--- src/rtl/mac_pkg.sv ---
// mac_pkg: shared types, default widths and arithmetic helpers for the
// streaming multiply-accumulate sequencer (mac_stream_seq).
//
// Contents:
//   state_e    sequencer states IDLE / RUN / DRAIN / OUT
//   DEF_*      default operand, accumulator and burst-length widths
//   sign_ext   sign-extend the low w bits of a MAX_W-bit value
//   sat_add    w-bit signed add that clamps on overflow and flags it
//
// Helpers work on MAX_W-bit containers with a runtime width argument so one
// function serves every parameterisation; callers size-cast the result down.
// Widths above MAX_W are not supported.
package mac_pkg;

  typedef enum logic [1:0] {
    IDLE  = 2'd0,
    RUN   = 2'd1,
    DRAIN = 2'd2,
    OUT   = 2'd3
  } state_e;

  localparam int DEF_WIDTH_A = 18;
  localparam int DEF_WIDTH_B = 18;
  localparam int DEF_WIDTH_P = 48;
  localparam int DEF_LEN_W   = 5;
  localparam int MAX_W       = 64;

  // Replicate bit w-1 of v into every bit above it.
  function automatic logic [MAX_W-1:0] sign_ext(input logic [MAX_W-1:0] v,
                                                input int               w);
    logic [MAX_W-1:0] signBit;
    logic [MAX_W-1:0] lowMask;
    signBit = MAX_W'(1) << (w - 1);
    // For w == MAX_W the shift wraps to zero and the mask becomes all ones.
    lowMask = (signBit << 1) - MAX_W'(1);
    if ((v & signBit) != '0) return v | ~lowMask;
    else                     return v & lowMask;
  endfunction

  // Signed add in the low w bits. Overflow only happens when both operands
  // share a sign and the sum's sign differs; the result then clamps to the
  // extreme value on the operands' side.
  function automatic logic [MAX_W-1:0] sat_add(input  logic [MAX_W-1:0] a,
                                               input  logic [MAX_W-1:0] b,
                                               input  int               w,
                                               output logic             ovf);
    logic [MAX_W-1:0] sum;
    logic [MAX_W-1:0] signBit;
    logic [MAX_W-1:0] maxPos;
    logic             aNeg;
    logic             bNeg;
    logic             sNeg;
    sum     = a + b;
    signBit = MAX_W'(1) << (w - 1);
    maxPos  = signBit - MAX_W'(1);
    aNeg    = (a & signBit) != '0;
    bNeg    = (b & signBit) != '0;
    sNeg    = (sum & signBit) != '0;
    ovf     = (aNeg == bNeg) && (sNeg != aNeg);
    if (ovf) sum = aNeg ? ~maxPos : maxPos;
    return sum;
  endfunction

endpackage

--- src/rtl/dsp_pipe_reg.sv ---
// dsp_pipe_reg: one DSP-slice pipeline register.
//
// Ports:
//   clk   rising-edge clock
//   rst   asynchronous active-high clear
//   ce    clock enable
//   sclr  synchronous clear, wins over ce
//   d     next value
//   q     registered value
module dsp_pipe_reg #(
  parameter int WIDTH = 18
) (
  input  logic             clk,
  input  logic             rst,
  input  logic             ce,
  input  logic             sclr,
  input  logic [WIDTH-1:0] d,
  output logic [WIDTH-1:0] q
);

  always_ff @(posedge clk or posedge rst) begin
    if (rst)       q <= '0;
    else if (sclr) q <= '0;
    else if (ce)   q <= d;
  end

endmodule

--- src/rtl/mac_stream_seq.sv ---
// mac_stream_seq: streaming multiply-accumulate sequencer driving a
// registered A/B -> M -> P DSP pipeline. A burst of len signed operand pairs
// is accepted over a valid/ready handshake; one accumulated result is then
// offered over a second valid/ready handshake.
//
// Ports:
//   clk        rising-edge clock
//   rstn       asynchronous active-high reset (1 = clear all state)
//   start/len  begin a burst of len pairs; sampled only in IDLE
//   in_valid/in_ready/in_a/in_b     operand stream
//   out_valid/out_ready/out_p       accumulated result
//   busy       high in every state except IDLE
//   ovf        (MAC_SAT_EN only) sticky per-burst saturation flag
//
// Build option MAC_SAT_EN: the accumulator saturates instead of wrapping,
// and the ovf output is added.
module mac_stream_seq
  import mac_pkg::*;
#(
  parameter int WIDTH_A = DEF_WIDTH_A,
  parameter int WIDTH_B = DEF_WIDTH_B,
  parameter int WIDTH_P = DEF_WIDTH_P,
  parameter int LEN_W   = DEF_LEN_W
) (
  input  logic               clk,
  input  logic               rstn,
  input  logic               start,
  input  logic [LEN_W-1:0]   len,
  input  logic               in_valid,
  output logic               in_ready,
  input  logic [WIDTH_A-1:0] in_a,
  input  logic [WIDTH_B-1:0] in_b,
  output logic               out_valid,
  input  logic               out_ready,
  output logic [WIDTH_P-1:0] out_p,
  output logic               busy
`ifdef MAC_SAT_EN
  ,
  output logic               ovf
`endif
);

  localparam int PW = WIDTH_A + WIDTH_B;

  state_e             state_q, state_d;
  logic [LEN_W-1:0]   len_q, cnt_q;
  logic               v1_q, v2_q;
  logic [WIDTH_A-1:0] a_q;
  logic [WIDTH_B-1:0] b_q;
  logic [PW-1:0]      m_q, m_d;
  logic [WIDTH_P-1:0] acc_q, acc_d;
  logic [WIDTH_P-1:0] prodExt;
  logic               accept;
  logic               startBurst;
  logic               inReady;
  logic               outValid;

  // Next-state logic. RUN leaves only once every beat has been counted;
  // DRAIN waits for both pipeline valid bits to empty, which means the last
  // product has landed in the accumulator.
  always_comb begin
    state_d    = state_q;
    inReady    = 1'b0;
    outValid   = 1'b0;
    startBurst = 1'b0;
    case (state_q)
      IDLE: begin
        if (start) begin
          startBurst = 1'b1;
          state_d    = (len != '0) ? RUN : OUT;
        end
      end
      RUN: begin
        inReady = (cnt_q < len_q);
        if (cnt_q == len_q) state_d = DRAIN;
      end
      DRAIN: begin
        if (!v1_q && !v2_q) state_d = OUT;
      end
      OUT: begin
        outValid = 1'b1;
        if (out_ready) state_d = IDLE;
      end
      default: state_d = IDLE;
    endcase
  end

  assign accept = in_valid && inReady;

  // Control registers: state, burst length, beat counter and the valid bits
  // that travel alongside the A/B and M stages.
  always_ff @(posedge clk or posedge rstn) begin
    if (rstn) begin
      state_q <= IDLE;
      len_q   <= '0;
      cnt_q   <= '0;
      v1_q    <= 1'b0;
      v2_q    <= 1'b0;
    end else begin
      state_q <= state_d;
      v1_q    <= accept;
      v2_q    <= v1_q;
      if (startBurst) begin
        len_q <= len;
        cnt_q <= '0;
      end else if (accept) begin
        cnt_q <= cnt_q + LEN_W'(1);
      end
    end
  end

  // Operands are sign-extended to the product width so the low PW bits of
  // the unsigned multiply equal the signed product.
  assign m_d = {{WIDTH_B{a_q[WIDTH_A-1]}}, a_q} * {{WIDTH_A{b_q[WIDTH_B-1]}}, b_q};

  always_comb begin
    prodExt = WIDTH_P'(sign_ext(MAX_W'(m_q), PW));
  end

`ifdef MAC_SAT_EN
  logic ovfHit;
  logic ovf_q;

  always_comb begin
    ovfHit = 1'b0;
    acc_d  = WIDTH_P'(sat_add(MAX_W'(acc_q), MAX_W'(prodExt), WIDTH_P, ovfHit));
  end

  // Sticky overflow flag, scoped to one burst.
  always_ff @(posedge clk or posedge rstn) begin
    if (rstn)                 ovf_q <= 1'b0;
    else if (startBurst)      ovf_q <= 1'b0;
    else if (v2_q && ovfHit)  ovf_q <= 1'b1;
  end

  assign ovf = ovf_q;
`else
  always_comb begin
    acc_d = acc_q + prodExt;
  end
`endif

  dsp_pipe_reg #(.WIDTH(WIDTH_A)) u_a_reg (
    .clk(clk), .rst(rstn), .ce(accept), .sclr(1'b0), .d(in_a), .q(a_q)
  );

  dsp_pipe_reg #(.WIDTH(WIDTH_B)) u_b_reg (
    .clk(clk), .rst(rstn), .ce(accept), .sclr(1'b0), .d(in_b), .q(b_q)
  );

  dsp_pipe_reg #(.WIDTH(PW)) u_m_reg (
    .clk(clk), .rst(rstn), .ce(v1_q), .sclr(1'b0), .d(m_d), .q(m_q)
  );

  // The accumulator is cleared as the burst starts, so a zero-length burst
  // reports zero.
  dsp_pipe_reg #(.WIDTH(WIDTH_P)) u_acc_reg (
    .clk(clk), .rst(rstn), .ce(v2_q), .sclr(startBurst), .d(acc_d), .q(acc_q)
  );

  assign in_ready  = inReady;
  assign out_valid = outValid;
  assign out_p     = acc_q;
  assign busy      = (state_q != IDLE);

endmodule

--- config.mk ---
export PLATFORM = sky130hd
export DESIGN_NAME = mac_stream_seq
export DESIGN_NICKNAME = d
export VERILOG_FILES = /design/src/rtl/mac_pkg.sv /design/src/rtl/dsp_pipe_reg.sv /design/src/rtl/mac_stream_seq.sv
export SDC_FILE = /design/constraint.sdc
export NUM_CORES = 1
export LEC_CHECK = 0
export BUFFER_PORTS_ARGS = -buffer_cell sky130_fd_sc_hd__clkbuf_2
export CORE_ASPECT_RATIO = 0.7
export CORE_MARGIN = 3
export CORE_UTILIZATION = 40
export DETAILED_ROUTE_END_ITERATION = 7
export HOLD_SLACK_MARGIN = 0.12
export SLEW_MARGIN = 25
export SYNTH_ARGS = -nofsm -noshare
export SYNTH_HDL_FRONTEND = slang
export SYNTH_SLANG_ARGS = --single-unit
export TNS_END_PERCENT = 10
--- constraint.sdc ---
create_clock -name clk -period 7.35 [get_ports clk]
set_input_delay 2.205 -clock clk [delete_from_list [all_inputs] [get_ports clk]]
set_output_delay 2.205 -clock clk [all_outputs]
set_load 0.02 [all_outputs]
# Word-level counts from Yosys, hierarchy flattened

Cells that the tools add are included.
Widths: inputs -> output; s select.

Order comparisons: 1
Multiplexer cells: 15
Reductions and logical operators: 10
Add/subtract/negate cells: 2
Equality and inequality tests: 8
Multiply operators: 1

Operators with widths:

| cell                | count |
|---|---|
| $mux 48             | 3 |
| $add 48x48->48      | 1 |
| $mul 18x18->36      | 1 |
| $mux 2              | 5 |
| $mux 5              | 2 |
| $ne 2x2->1 const B  | 4 |
| $pmux 2 s4          | 1 |
| $reduce_bool 2->1   | 3 |
| $add 5x1->5 const B | 1 |
| $eq 5x5->1          | 1 |
| $lt 5x5->1          | 1 |
| $reduce_bool 5->1   | 1 |
| $eq 2x2->1 const B  | 2 |
| $mux 1              | 4 |
| $reduce_and 4->1    | 1 |
| $eq 2x1->1 const B  | 1 |
| $logic_and 1x1->1   | 2 |
| $logic_not 1->1     | 2 |
| $logic_not 2->1     | 1 |

Input bits: 46
Register bits after elaboration: 134
Output and inout port bits: 51

# Depth between registers and ports, before layout

Gate-level depths: netlist (run 1).

Depth after elaboration: 5
Mapped depth: 25
Depth with buffers taken out: 24

# Hierarchy

A second synthesis (run 1) with hierarchy kept.

Cell total of the unflattened synthesis: 2198
Area, all modules: 20541.0 um^2

By module, submodules not included:

| module                     | area an instance (um^2) | times used | cells an instance |
|---|---|---|---|
| mac_stream_seq             | 15591.2                 | 1          | 1807 |
| dsp_pipe_reg (u_acc_reg)   | 1973.1                  | 1          | 156 |
| dsp_pipe_reg (u_m_reg)     | 1490.2                  | 1          | 117 |
| dsp_pipe_reg (u_a_reg ...) | 743.2                   | 2          | 59 |

# Worst setup path after synthesis (run 1)

Ideal clock, no wire load.

Path kind: register to register
Start point: register u_a_reg.q[16]
End point: register u_m_reg.q[34]
Buffers on the path: 2
Arrival time: 6.264 ns
Clock period less this slack: 6.346 ns
Stages on the path, launching flop included: 25
Setup slack: 1.004 ns
Path through: dfrtp_1 -> clkbuf_1 -> clkbuf_1 -> nand2_1 -> fa_1 -> inv_1 -> fa_1 -> inv_1 -> fa_1 -> fa_1 -> inv_1 -> fa_1 -> inv_1 -> fa_1 -> inv_1 -> ha_1 -> a21oi_2 -> a311oi_2 -> nor4b_2 -> a22o_2 -> a21oi_2 -> o31ai_4 -> a31oi_1 -> or4_1 -> a31oi_1

Longest elaborated chain between the ends: 1

RTL lines:

| item                     | line                  | source |
|---|---|---|
| start: declaration       | dsp_pipe_reg.sv:18    | `output logic [WIDTH-1:0] q` |
| start signal: assignment | dsp_pipe_reg.sv:22    | `if (rst) q <= '0;` |
| start signal: assignment | dsp_pipe_reg.sv:23    | `else if (sclr) q <= '0;` |
| start signal: assignment | dsp_pipe_reg.sv:24    | `else if (ce) q <= d;` |
| $mul 18x18->36           | mac_stream_seq.sv:114 | `assign m_d = {{WIDTH_B{a_q[WIDTH_A-1]}}, a_q} * {{WIDTH_A{b_q[WIDTH_B-1]}}, b_q};` |
| end signal: assignment   | dsp_pipe_reg.sv:22    |  |
| end signal: assignment   | dsp_pipe_reg.sv:23    |  |
| end signal: assignment   | dsp_pipe_reg.sv:24    |  |
| end: declaration         | dsp_pipe_reg.sv:18    |  |

No other way between the ends.
A chain may end at the register's enable or synchronous reset.

# Worst setup path after layout (run 1)

Start point: register u_b_reg.q[3]
End point: register u_m_reg.q[33]

Longest elaborated chain between the ends: 1

RTL lines:

| item                     | line |
|---|---|
| start: declaration       | dsp_pipe_reg.sv:18 |
| start signal: assignment | dsp_pipe_reg.sv:22 |
| start signal: assignment | dsp_pipe_reg.sv:23 |
| start signal: assignment | dsp_pipe_reg.sv:24 |
| $mul 18x18->36           | mac_stream_seq.sv:114 |

No other way between the ends.

==> flow_summary.json, run 1 <==
{
  "finalNetCount": 2744,
  "synth-main-ff-cell": "dfrtp_1",
  "synth_seq_area_share": 0.1662,
  "max_freq_ghz": 0.1452,
  "hold_class": "reg -> reg",
  "root_buffer": "clkbuf_16",
  "critPathBufInv": 5,
  "routed_wl_um": 50570,
  "grtUsageMet3": 0.03167,
  "maxCapViolCount": 0,
  "critPathLaunchType": "register",
  "ys_ff_latch": 134,
  "drc": 0,
  "antenna_left": 0,
  "period_minus_slack_ns": 6.886,
  "cts_setup_buffers": 0,
  "via_per_inst": 5.146,
  "grt_pass1_vias": 15470,
  "syn_inst": 2175,
  "start_util": 0.4068,
  "synth_edf_count": 0,
  "cpPeakStageDelay_ns": 0.78,
  "cp_slowest_cell": "dfrtp_1",
  "met1_usage": 0.2880,
  "cp.arrival_ns": 7.27,
  "async_flop_share": 1.000,
  "path_clk_slew_ns": 0.06,
  "num_antenna_cells": 0,
  "rsz0062_at_grt": "no",
  "cts-buffers-inserted": 17,
  "ys_warn_count": 0,
  "holdBufCountCts": 0,
  "syn_area_mm2": 0.02018,
  "top_usage_layer": "met2",
  "finalCritPeriodShare": 0.9369,
  "cts_tree": "yes",
  "area_delta_synth_final_pct": 8.650,
  "synth.net_count": 2702,
  "cp_common_cell": "fa_1",
  "grtUsageTotal": 0.1986,
  "use_met2": 0.3127,
  "syn_area_per_cell_um2": 9.277,
  "status": "complete, no violations",
  "drt_iter0_markers": 886,
  "clock_latency_ns": 0.45,
  "drive_above_1_share": 0.1040,
  "cp_data_required_time_ns": 7.73,
  "end_kind": "register",
  "grt_max_degree": 95,
  "gp_congestion": 0.8962,
  "path_cells": "nand2_1, fa_1, inv_1, fa_1, inv_1, fa_1, inv_1, fa_1, fa_1, inv_1, fa_1, inv_1, ha_1, a21o_1, a21o_1, a21o_1, or3_1, o211ai_1, a21boi_0, or4_1, nand3_1",
  "post_drt_wl_per_cell_um": 17.47,
  "h-tree-depth": 4,
  "grt_overflow_total": 0,
  "final_hold_viol_count": 0,
  "fillCellCount": 4836,
  "via_count": 14900,
  "dr.pass1.iters": 5,
  "crit_fanout": 19,
  "die_h_um": 193.9,
  "grt_pass1_wl_um": 83390,
  "core_mm2": 0.04960,
  "maxSlewHeadroom": 0.4225,
  "fin_tns_setup_ns": 0,
  "setup_viol": 0,
  "synthTopCellsByArea": "fa_1, dfrtp_1, ha_1",
  "crit_family": "adder cells",
  "slew_viol_final": 0,
  "cts_buffer_depth": 2,
  "port_buffers": 96,
  "antenna_found_initial": 1,
  "yosysTopAreaCell": "fa_1",
  "r2r_slack_ns": 0.46,
  "critPathKind": "reg -> reg",
  "num_io_pins": 97,
  "clkSinkCount": 134,
  "cts_resized": 0,
  "clock-skew-final_ns": 0.01684,
  "worstMarginPinSlew_ns": 0.8555,
  "hpwl_um": 40990,
  "synth.distinct_cells": 62,
  "die_x_um": 274.5,
  "die_area_mm2": 0.05322,
  "rows": 68,
  "synth_top_area_frac": 0.3274
}
==> sequential cells by signal (all words and copies together), names as in the netlist <==
signal       cells
v2_q             1
u_a_reg.q       18
state_q          2
len_q            5
u_b_reg.q       18
u_acc_reg.q     48
cnt_q            5
v1_q             1
u_m_reg.q       36
==> stage by stage <==
stage,cell area (um^2),utilization,hold WS (ns),instances,worst slack (ns)
floorplan,20180,-,0.3721,2175,1.004
global placement,21330,0.4300,0.4787,2863,0.6582
detailed placement,21330,0.4300,0.4792,2863,0.5769
CTS,21920,0.4419,0.4954,2895,0.5270
global route,21920,0.4420,0.5248,2895,0.1128
finish,21920,0.4420,0.4885,2895,0.4638
==> area by class of cell <==
type	count	area [um^2]	share of cell area
Multi-Input combinational cell	1537	14930	0.6811
Sequential cell	134	3356	0.1531
Inverter	403	1520	0.06934
Tap cell	665	832.0	0.03795
Timing Repair Buffer	124	690.7	0.03150
Clock buffer	21	480.5	0.02192
Clock inverter	11	112.6	0.005136
==> path summary, 6_finish.rpt <==
path	startpoint	end	cells after the start
min	len_q[0]$_DFFE_PP0P_	len_q[0]$_DFFE_PP0P_	2
min in group asynchronous	rstn	u_acc_reg.q[42]$_DFFE_PP0P_	2
max	u_b_reg.q[3]$_DFFE_PP0P_	u_m_reg.q[33]$_DFFE_PP0P_	21
max in group asynchronous	rstn	v1_q$_DFF_PP0_	3
min reg2reg	len_q[0]$_DFFE_PP0P_	len_q[0]$_DFFE_PP0P_	2
max reg2reg	u_b_reg.q[3]$_DFFE_PP0P_	u_m_reg.q[33]$_DFFE_PP0P_	21
==> logic make-up after synthesis <==
family                     count (synthesis)  share of synthesized area
and+or+nand+nor                          619                     0.1527
buffers and inverters                    504                    0.09394
adders and majority gates                481                     0.4210
AOI/OAI and AO/OA                        287                    0.09221
DFF                                      134                     0.1662
muxes                                     86                    0.04613
xor gates and xnor gates                  64                    0.02778
==> worst register-to-register path, delay by kind of cell (launching register included) <==
family,cells,cell delay [ns]
AOI/OAI and AO/OA,5,1.07
and+or+nand+nor,4,1.20
DFF,1,0.78
adders and majority gates,7,3.43
buffers and inverters,5,0.35
==> synthesized netlist by cell type, types with 4 or more instances <==
library cell	instances
a211o_1	4
a211oi_1	8
a21boi_0	4
a21o_1	41
a21oi_1	92
a311oi_1	4
a31oi_1	14
and2_1	166
and3_1	10
and4_1	5
buf_1	5
clkbuf_1	93
dfrtp_1	134
fa_1	330
ha_1	151
inv_1	402
mux2_2	56
mux2i_1	30
nand2_1	209
nand2b_1	19
nand3_1	21
nand3b_1	4
nand4_1	20
nor2_1	101
nor2b_1	13
nor3_1	26
o2111ai_1	4
o211ai_1	9
o21a_1	17
o21ai_0	50
o21bai_1	8
o311ai_0	5
o31ai_1	4
or2_2	4
or3_1	10
xnor2_1	41
xor2_1	23
==> layout by cell type, fill, tap and decap left out, types with 5 or more instances in the layout <==
cell	instances
inv_1	401
fa_1	330
nand2_1	209
and2_1	164
ha_1	151
dfrtp_1	132
nor2_1	101
clkbuf_2	96
a21oi_1	92
mux2_2	56
o21ai_0	50
a21o_1	41
xnor2_1	41
mux2i_1	30
buf_4	28
nor3_1	26
xor2_1	23
nand3_1	21
nand4_1	20
nand2b_1	19
o21a_1	17
clkbuf_16	17
a31oi_1	14
nor2b_1	13
and3_1	10
or3_1	10
o211ai_1	9
a211oi_1	8
o21bai_1	8
and4_1	5
o311ai_0	5
inv_6	5
==> metal layers <==
layer | up-vias | wire length (um)
li1 | 6934 | -
met1 | 7575 | 23800
met2 | 334 | 23260
met3 | 56 | 2607
met4 | 0 | 901
met5 | - | 0
Power of run 1 is left out: the tool's default activity adds up to more than one toggle a clock period on the data nets, which glitch-free logic cannot reach.
==> run 2, diff against run 1 <==
--- a/config.mk
+++ b/config.mk
@@ -8,11 +8,13 @@
 export BUFFER_PORTS_ARGS = -buffer_cell sky130_fd_sc_hd__clkbuf_2
 export CORE_ASPECT_RATIO = 0.7
 export CORE_MARGIN = 3
-export CORE_UTILIZATION = 40
+export CORE_UTILIZATION = 65
 export DETAILED_ROUTE_END_ITERATION = 7
 export HOLD_SLACK_MARGIN = 0.12
+export PLACE_DENSITY = 0.84
 export SLEW_MARGIN = 25
 export SYNTH_ARGS = -nofsm -noshare
 export SYNTH_HDL_FRONTEND = slang
+export SYNTH_HIERARCHICAL = 1
 export SYNTH_SLANG_ARGS = --single-unit
 export TNS_END_PERCENT = 10
==> run 2 against run 1 <==
Flip-flop and latch count unchanged. Design area decreased by 0.67%. Wire length decreased by 2.8%. Final cell count decreased by 7.6%. Sequential share of layout area increased by 0.11 points. Area after synthesis increased by 1.8%. Die area decreased by 36%. Synthesized cell count increased by 1.1%. Hold slack got worse by 0.073 ns.
==> flow_summary.json, run 2 <==
{
  "status": "complete, no violations",
  "cts_setup_buffers": 0,
  "grt_overflow_total": 0,
  "grt_pass1_wl_um": 82830,
  "root_buffer": "clkbuf_16",
  "r2r_start": "u_b_reg/q[3]$_DFFE_PP0P_",
  "whs_endpoint": "v2_q$_DFF_PP0_",
  "synth.most_common_cell": "inv_1",
  "hp-start": "v1_q$_DFF_PP0_",
  "crit_family": "adder cells",
  "synth.distinct_cells": 80,
  "die_x_um": 218.5,
  "drc": 0,
  "synth_edf_count": 0,
  "ir_worst_vdd_v": 0.0003071,
  "clock-skew-final_ns": 0.01208,
  "path_cells": "nand2_1, fa_1, fa_1, fa_1, inv_1, fa_1, fa_1, inv_1, fa_1, inv_1, ha_1, a21oi_1, o21ai_0, a31oi_1, o21ai_1, o211ai_1, a31oi_1, or4b_1, nand4b_1, mux2i_1, nor2_1",
  "gp_congestion": 0.9297,
  "h-tree-depth": 4,
  "end_kind": "register",
  "area_delta_synth_final_pct": 6.018,
  "critPathBufInv": 3,
  "setup_viol": 0,
  "grt_pass1_vias": 16490,
  "synth_top_family_by_area": "adder cells",
  "grt_max_degree": 63,
  "cpPeakStageDelay_ns": 0.87,
  "synth-main-ff-cell": "dfrtp_1",
  "hold_class": "reg -> reg",
  "post_drt_wl_per_cell_um": 18.37,
  "final_common_cell": "inv_1",
  "largest_reg_flops": 48,
  "final_hold_viol_count": 0,
  "cts_buffer_depth": 2,
  "top_regs": "u_acc_reg/q x48, u_m_reg/q x36",
  "whs_ns": 0.4152,
  "port_buffers": 96,
  "whs_path_depth": 0,
  "worstMarginPinSlew_ns": 0.9031,
  "top_register": "u_acc_reg/q",
  "r2r_slack_ns": 0.29,
  "synth-xor-area-share": 0.03454,
  "antenna_left": 0,
  "crit_start": "u_b_reg/q[3]$_DFFE_PP0P_",
  "drive_above_1_share": 0.07118,
  "regToRegEndpoint": "u_m_reg/q[33]$_DFFE_PP0P_",
  "power_density_mw_per_mm2": 188.9,
  "num_io_pins": 97,
  "finalNetCount": 2777,
  "clkSinkCount": 134,
  "ys_warn_count": 6,
  "netlist_top_cells_count": "inv_1, fa_1, nand2_1, nor2_1, and2_1",
  "hpwl_um": 39280,
  "finalPower_mw": 4.114,
  "fin_tns_setup_ns": 0,
  "critPathKind": "reg -> reg",
  "drt_iter0_markers": 1012,
  "antenna_found_initial": 2,
  "grtUsageTotal": 0.3074,
  "fillCellCount": 2234,
  "die_area_mm2": 0.03380,
  "syn_inst": 2198,
  "cp_slowest_cell": "dfrtp_1",
  "synthSimpleGateAreaFrac": 0.1512,
  "reg2reg_depth": 21,
  "mostFrequentLayoutCells": "inv_1, fa_1, nand2_1, nor2_1, and2_1",
  "synth_compound_area_frac": 0.07687,
  "dr.pass1.iters": 5,
  "via_count": 15490,
  "crit_fanout": 19,
  "cts_tree": "yes",
  "period_minus_slack_ns": 7.060,
  "synth_top_area_frac": 0.3216,
  "maxCapViolCount": 0,
  "cp.arrival_ns": 7.43,
  "synth_seq_area_share": 0.1632,
  "finalCritPeriodShare": 0.9605,
  "rsz0062_at_grt": "no",
  "syn_area_mm2": 0.02054,
  "routed_wl_um": 49160,
  "slew_viol_final": 0,
  "path_clk_slew_ns": 0.06,
  "muxShareOfSynthArea": 0.06049,
  "syn_area_per_cell_um2": 9.345,
  "via_per_inst": 5.787,
  "yosysTopAreaCell": "fa_1",
  "async_flop_share": 1.000,
  "synthTopCellsByArea": "fa_1, dfrtp_1, ha_1",
  "critPathLaunchType": "register",
  "synthAdderAreaFrac": 0.4136,
  "core_mm2": 0.03057,
  "start_util": 0.6719,
  "cp_data_required_time_ns": 7.72,
  "p_leak_nw": 11.44,
  "clock_latency_ns": 0.45,
  "cts-buffers-inserted": 17,
  "cp_common_cell": "fa_1",
  "die_h_um": 154.7,
  "postLayoutCoreUtil": 0.7124,
  "maxSlewHeadroom": 0.3980,
  "ys_ff_latch": 134,
  "rows": 53,
  "max_freq_ghz": 0.1416
}
run 2: area by class of cell:
cell class | count | area (um^2) | area share
Tap cell | 412 | 515.5 | 0.02367
Clock inverter | 10 | 123.9 | 0.005688
Multi-Input combinational cell | 1567 | 15150 | 0.6955
Clock buffer | 21 | 450.4 | 0.02068
Sequential cell | 134 | 3357 | 0.1542
Inverter | 416 | 1564 | 0.07182
Antenna cell | 2 | 5.005 | 0.0002298
Timing Repair Buffer | 114 | 615.6 | 0.02827
run 2: where the power goes:
part           switching, mW  internal [mW]
clock network          0.368          0.509
registers              0.310          0.915
logic                   1.21          0.798
total                   1.89           2.22
run 2: logic make-up (layout without fill, tap and decap cells):
group,count (synthesis),count (layout)
adder cells (fa/ha/maj),481,481
multiplexers,124,124
other,1,5
AO/OA/AOI/OAI,235,235
buffers and inverters,499,561
XOR/XNOR,81,81
AND/OR/NAND/NOR,643,643
flip-flops,134,134
run 2: stage by stage:
stage | worst slack [ns] | instances | instance area, um^2
after global routing | 0.02453 | 2676 | 21780
after floorplan | 1.009 | 2200 | 20550
after global placement | 0.6977 | 2643 | 21190
final | 0.2902 | 2676 | 21780
after CTS | 0.3869 | 2674 | 21770
after detailed placement | 0.4696 | 2643 | 21200
run 2: repair_timing:
item | CTS | global route
gates resized for setup | 0 | 1
hold endpoints to repair | 0 | 0
setup endpoints to repair | 0 | 1
hold buffers | 0 | 0
run 2: worst register-to-register path, stage by stage, from the launching register on:
cell	delay (ns)
dfrtp_1	0.87
nand2_1	0.18
fa_1	0.55
fa_1	0.51
fa_1	0.54
inv_1	0.07
fa_1	0.50
fa_1	0.49
inv_1	0.05
fa_1	0.47
inv_1	0.04
ha_1	0.34
a21oi_1	0.25
o21ai_0	0.13
a31oi_1	0.33
o21ai_1	0.23
o211ai_1	0.35
a31oi_1	0.28
or4b_1	0.52
nand4b_1	0.10
mux2i_1	0.08
nor2_1	0.12
run 2: worst max path at each step:
stage | end | slack, ns | cells after the start
after global routing | u_m_reg/q[33]$_DFFE_PP0P_ | 0.02 | 21
after global placement | u_m_reg/q[33]$_DFFE_PP0P_ | 0.70 | 23
after CTS | u_m_reg/q[33]$_DFFE_PP0P_ | 0.39 | 23
final | u_m_reg/q[33]$_DFFE_PP0P_ | 0.29 | 21
after floorplan | u_m_reg/q[32]$_DFFE_PP0P_ | 1.01 | 26
after detailed placement | u_m_reg/q[33]$_DFFE_PP0P_ | 0.47 | 23
run 2: layer usage:
metal / up-vias / GRT usage / wire length [um]
met3: 118 / 0.06481 / 3634
met1: 7779 / 0.4134 / 20420
met2: 625 / 0.5023 / 23510
met5: - / 0 / 0
met4: 0 / 0.1027 / 1584
li1: 6965 / - / -
(Power assumes the default switching activity.)
